==> src/rtl/operand_sequencer_pkg.sv <==
// Shared types and default sizes for the operand sequencer that feeds the 4-bit adder.
// Shared by the sequencer top, its key synchroniser and the board-level wrapper.
package operand_sequencer_pkg;

    localparam int DEFAULT_WIDTH       = 4;
    localparam int DEFAULT_CNT_WIDTH   = 8;
    localparam int DEFAULT_SYNC_STAGES = 2;

    // Code 2'd3 is never entered on purpose; the FSM treats it as a fault and recovers.
    typedef enum logic [1:0] {
        WAIT_A  = 2'd0,
        WAIT_B  = 2'd1,
        PRESENT = 2'd2,
        ILLEGAL = 2'd3
    } seq_state_t;

endpackage

==> src/rtl/operand_sequencer_key_edge_sync.sv <==
// Brings the asynchronous active-low pushbutton into the clock domain and
// produces a single-cycle press pulse for each falling edge of the key.
module key_edge_sync #(
    parameter int SYNC_STAGES = 2
) (
    input  logic clk,
    input  logic rst,
    input  logic key_n,
    output logic press
);

    logic [SYNC_STAGES-1:0] sync_q;
    logic                   hist_q;

    // Reset to the released level so a key held through reset still yields one press.
    always_ff @(posedge clk) begin
        if (rst) begin
            sync_q <= '1;
            hist_q <= 1'b1;
        end else begin
            sync_q <= {sync_q[SYNC_STAGES-2:0], key_n};
            hist_q <= sync_q[SYNC_STAGES-1];
        end
    end

    assign press = hist_q & ~sync_q[SYNC_STAGES-1];

endmodule

==> src/rtl/operand_sequencer.sv <==
// Collects operand A, operand B and carry-in from one switch bus over two key
// presses and offers them to the adder with a valid/ready handshake.
module operand_sequencer
    import operand_sequencer_pkg::*;
#(
    parameter int WIDTH       = DEFAULT_WIDTH,
    parameter int SYNC_STAGES = DEFAULT_SYNC_STAGES,
    parameter int CNT_WIDTH   = DEFAULT_CNT_WIDTH
) (
    input  logic                 clk,
    input  logic                 rst,
    input  logic                 key_n,
    input  logic [WIDTH-1:0]     data_in,
    input  logic                 cin_in,
    output logic [WIDTH-1:0]     op_a,
    output logic [WIDTH-1:0]     op_b,
    output logic                 op_cin,
    output logic                 op_valid,
    input  logic                 op_ready,
    output logic [1:0]           state_dbg,
    output logic [CNT_WIDTH-1:0] txn_count,
    output logic                 err_overrun
);

    seq_state_t           state_q;
    seq_state_t           state_d;
    logic [WIDTH-1:0]     op_a_d;
    logic [WIDTH-1:0]     op_b_d;
    logic                 op_cin_d;
    logic                 op_valid_d;
    logic [CNT_WIDTH-1:0] txn_count_d;
    logic                 err_overrun_d;
    logic                 press;

    key_edge_sync #(
        .SYNC_STAGES (SYNC_STAGES)
    ) u_key_edge_sync (
        .clk   (clk),
        .rst   (rst),
        .key_n (key_n),
        .press (press)
    );

    always_ff @(posedge clk) begin
        if (rst) begin
            state_q     <= WAIT_A;
            op_a        <= '0;
            op_b        <= '0;
            op_cin      <= 1'b0;
            op_valid    <= 1'b0;
            txn_count   <= '0;
            err_overrun <= 1'b0;
        end else begin
            state_q     <= state_d;
            op_a        <= op_a_d;
            op_b        <= op_b_d;
            op_cin      <= op_cin_d;
            op_valid    <= op_valid_d;
            txn_count   <= txn_count_d;
            err_overrun <= err_overrun_d;
        end
    end

    // Operands are deliberately held after a transfer; only the next capture replaces them.
    always_comb begin
        state_d       = state_q;
        op_a_d        = op_a;
        op_b_d        = op_b;
        op_cin_d      = op_cin;
        op_valid_d    = op_valid;
        txn_count_d   = txn_count;
        err_overrun_d = err_overrun;

        case (state_q)
            WAIT_A: begin
                if (press) begin
                    op_a_d  = data_in;
                    state_d = WAIT_B;
                end
            end
            WAIT_B: begin
                if (press) begin
                    op_b_d     = data_in;
                    op_cin_d   = cin_in;
                    op_valid_d = 1'b1;
                    state_d    = PRESENT;
                end
            end
            PRESENT: begin
                if (press) begin
                    err_overrun_d = 1'b1;
                end
                if (op_ready) begin
                    op_valid_d  = 1'b0;
                    txn_count_d = txn_count + 1'b1;
                    state_d     = WAIT_A;
                end
            end
            default: begin
                state_d = WAIT_A;
            end
        endcase
    end

    assign state_dbg = state_q;

endmodule

==> config.mk <==
export PLATFORM = sky130hd
export DESIGN_NAME = operand_sequencer
export DESIGN_NICKNAME = d
export VERILOG_FILES = /design/src/rtl/operand_sequencer_pkg.sv /design/src/rtl/operand_sequencer_key_edge_sync.sv /design/src/rtl/operand_sequencer.sv
export SDC_FILE = /design/constraint.sdc
export NUM_CORES = 1
export LEC_CHECK = 0
export BUFFER_PORTS_ARGS = -buffer_cell sky130_fd_sc_hd__buf_4
export CAP_MARGIN = 5
export CORE_MARGIN = 4
export CORE_UTILIZATION = 40
export CTS_BUF_LIST = sky130_fd_sc_hd__clkbuf_4 sky130_fd_sc_hd__clkbuf_8
export DETAILED_ROUTE_END_ITERATION = 7
export GPL_TIMING_DRIVEN = 0
export PLACE_DENSITY_LB_ADDON = 0.3
export SETUP_SLACK_MARGIN = 0.2
export SYNTH_ARGS = -nofsm -noshare
export SYNTH_HDL_FRONTEND = slang
export SYNTH_SLANG_ARGS = --single-unit
==> constraint.sdc <==
create_clock -name clk -period 1.95 [get_ports clk]
set_clock_uncertainty 0.2 [all_clocks]
set_input_delay 0.2925 -clock clk [delete_from_list [all_inputs] [get_ports clk]]
set_output_delay 0.2925 -clock clk [all_outputs]
set_load 0.03 [all_outputs]
==> flow_metrics.tcl <==
set metrics [dict create \
    post-route-period-util_pct 85.4 \
    numPlacedInstances 150 \
    ys_seq_elements 24 \
    arrival_time_reported_for_the_critical_path_endpoint_ns 1.67 \
    max_slew.worst_pin.slew_ns 0.445 \
    final_net_count 138 \
    cts_max_path_buffers 2 \
    tritoncts "built" \
    number_of_different_library_cells_in_the_post_synthesis_netlist 28 \
    cts_made_buffers 3 \
    post-synth-top-count-cell "sky130_fd_sc_hd__dfxtp_1" \
    max-slew-margin-rel_pct 70.3 \
    end_kind "flip-flop" \
    pre_cts_slack_ns 0.300 \
    drc 0 \
    floorplan.die.width_um 57.0 \
    initial_antenna_violation_count 0 \
    layout_setup_ws_ns 0.284 \
    ys_seq_area_share_pct 50.0 \
    holdCritPathClass "in2reg" \
    design_area_mm2 0.00126 \
    drive_gt1_share_pct 35.4 \
    total_power_mw 0.827 \
    start_util_pct 42.6 \
    post_drt_wl_per_cell_um 12.5 \
    total_negative_slack_for_setup_checks_ns 0 \
    area_growth_syn_to_layout_pct 31.5 \
    yosys-top-cells-count "sky130_fd_sc_hd__dfxtp_1 (24), sky130_fd_sc_hd__nor2_1 (16), sky130_fd_sc_hd__mux2i_1 (10)" \
    period_minus_slack_ns 1.67 \
    yosys_warnings 0 \
    drt-initial-drc-count 9 \
    clock_tree.htree_level_count 1 \
    synth.avg_cell_area_um2 10.3 \
    hold_viol_final 0 \
    grt_pass1_wl_um 3220 \
    status "finished clean" \
    synthDominantCellAreaShare_pct 50.0 \
    detail-route-antenna-nets 0 \
    rsz0062_at_grt "no" \
    dr_total_vias 760 \
    synth-edff-count 0 \
    synthCells 93 \
    cts_num_sinks 24 \
    postCtsSetupBuffers 0 \
    powerDensity_mw_per_mm2 655 \
    hpwlAfterDp_um 1470 \
    cap_violations 0 \
    die_height_um 57.0 \
    finalNonFillerCells 155 \
    final_util_pct 56.0 \
    holdWs_ns 0.0171 \
    placement.cell_area_mm2 0.00121 \
    rows 17 \
    number_of_top_level_pins 30 \
    critical_path_required_ns 1.95 \
    number_of_inserted_diodes 0 \
    via_count_of_the_first_global_routing_pass 725 \
    mappedNetlistNets 103 \
    max_freq_mhz 600 \
    synth-main-ff-cell "sky130_fd_sc_hd__dfxtp_1" \
    yosys-top-cells-area "sky130_fd_sc_hd__dfxtp_1 (50%), sky130_fd_sc_hd__mux2i_1 (10%), sky130_fd_sc_hd__nor2_1 (6.3%), sky130_fd_sc_hd__a21oi_1 (2.6%), sky130_fd_sc_hd__nor4b_4 (2.5%)" \
    leakage_nw 0.557 \
    n_fill_cell 222 \
    worst_setup_hold_path_clk_slew_ns 0.13 \
    clkLatencyLatePin_ns 0.31 \
    syn_area_um2 961 \
    globalRouteTotalUtil_pct 12.5 \
    grt_overflow 0 \
    route.final.wire_length_um 1930 \
    avgViaCountPerCell 4.90 \
    core-area_mm2 0.00225 \
    ff_latch_area_um2 484 \
    multi_input_comb_area_um2 442 \
    io_buffer_count 29 \
    gp_congestion 0.694 \
    maximum_number_of_pins_on_one_net_before_global_route_repair 14 \
    cts-root-buf "sky130_fd_sc_hd__clkbuf_4" \
    drt-pass1-iter-count 3 \
    setup.worst_path.start_class "flip-flop" \
    timing_worst_setup_path_type "reg2reg" \
    setup_viol_count_final 0 \
    postSynth.asyncResetShare_pct 0 \
    fp.dieArea_mm2 0.00325 \
    vdd_ir_max_v 0.000579 \
    critical_path_peak_fanout 10 \
    synth_area_leader_cell "sky130_fd_sc_hd__dfxtp_1" \
    final_max_slew_viol_count 0 \
]
critical path: stages, from the launching register on:
cell and delay, ns:
sky130_fd_sc_hd__dfxtp_1 0.41, sky130_fd_sc_hd__nand3b_4 0.20, sky130_fd_sc_hd__buf_6 0.15, sky130_fd_sc_hd__nor4_4 0.26, sky130_fd_sc_hd__mux2_1 0.35
repair_timing:
item | in CTS | in global routing
endpoints found under the hold margin | 1 | 0
endpoints found under the setup margin | 0 | 1
hold buffers | 1 | 0
resized for setup | 0 | 2
cells by family after synthesis:
| logic type | synth area share [%] |
|---|---|
| XOR/XNOR | 2.73 |
| buffers and inverters | 4.04 |
| multiplexers | 11.6 |
| AO/OA/AOI/OAI | 6.51 |
| AND/OR/NAND/NOR | 23.8 |
| flip-flops | 50.0 |
| adder cells (fa/ha/maj) | 1.30 |
routing by layer:
layer / vias up / global-route usage [%] / wire (µm)
li1: 386 / - / -
met1: 348 / 15.6 / 816
met2: 24 / 20.2 / 938
met3: 2 / 5.66 / 163
met4: 0 / 1.99 / 14
met5: - / 0 / 0
area by class of cell:
type	instances	area share, %
Clock buffer	4	2.87
Timing Repair Buffer	30	18.0
Sequential cell	24	38.3
Multi-Input combinational cell	62	35.0
Inverter	2	0.594
Tap cell	28	2.77
Buffer	5	2.48
where the power goes:
group	internal [mW]	total [mW]	switching, mW	leakage, nW
Combinational	0.0322	0.0663	0.0341	0.340
Clock	0.114	0.256	0.142	0.0210
Sequential	0.498	0.505	0.00704	0.196
final timing paths:
path | start | depth (start not counted) | slack [ns] | endpoint
max | state_dbg[0] | 4 | 0.28 | txn_count[7]
min | cin_in | 3 | 0.02 | op_cin
max reg2reg | state_dbg[0] | 4 | 0.28 | txn_count[7]
min reg2reg | u_key_edge_sync.sync_q[0] | 1 | 0.23 | u_key_edge_sync.sync_q[1]
state kept, by name, indices dropped and copies added (netlist names):
register                cells
u_key_edge_sync.sync_q      2
err_overrun                 1
txn_count                   8
u_key_edge_sync.hist_q      1
state_dbg                   2
op_cin                      1
op_b                        4
op_valid                    1
op_a                        4
layout by cell type, fill, tap and decap left out:
cell type	instances
sky130_fd_sc_hd__or2_2	3
sky130_fd_sc_hd__nor3_1	1
sky130_fd_sc_hd__o21ai_0	2
sky130_fd_sc_hd__nor2_1	16
sky130_fd_sc_hd__inv_1	2
sky130_fd_sc_hd__or3_1	2
sky130_fd_sc_hd__o31ai_1	2
sky130_fd_sc_hd__dlygate4sd3_1	1
sky130_fd_sc_hd__a21oi_1	5
sky130_fd_sc_hd__buf_6	1
sky130_fd_sc_hd__buf_2	1
sky130_fd_sc_hd__nor4_4	1
sky130_fd_sc_hd__clkbuf_1	2
sky130_fd_sc_hd__xnor2_1	1
sky130_fd_sc_hd__nand3_1	2
sky130_fd_sc_hd__dfxtp_1	21
sky130_fd_sc_hd__ha_1	1
sky130_fd_sc_hd__or4_1	2
sky130_fd_sc_hd__nor2b_1	2
sky130_fd_sc_hd__buf_4	30
sky130_fd_sc_hd__a31oi_1	2
sky130_fd_sc_hd__nor4b_4	1
sky130_fd_sc_hd__dfxtp_2	3
sky130_fd_sc_hd__xor2_1	2
sky130_fd_sc_hd__mux2_1	1
sky130_fd_sc_hd__nand3b_4	1
sky130_fd_sc_hd__nand2_1	3
sky130_fd_sc_hd__mux2i_1	10
sky130_fd_sc_hd__clkbuf_8	1
sky130_fd_sc_hd__nor4bb_1	1
sky130_fd_sc_hd__nand4b_1	1
sky130_fd_sc_hd__clkbuf_4	3
Note: power is estimated with default switching activity, not from simulation.
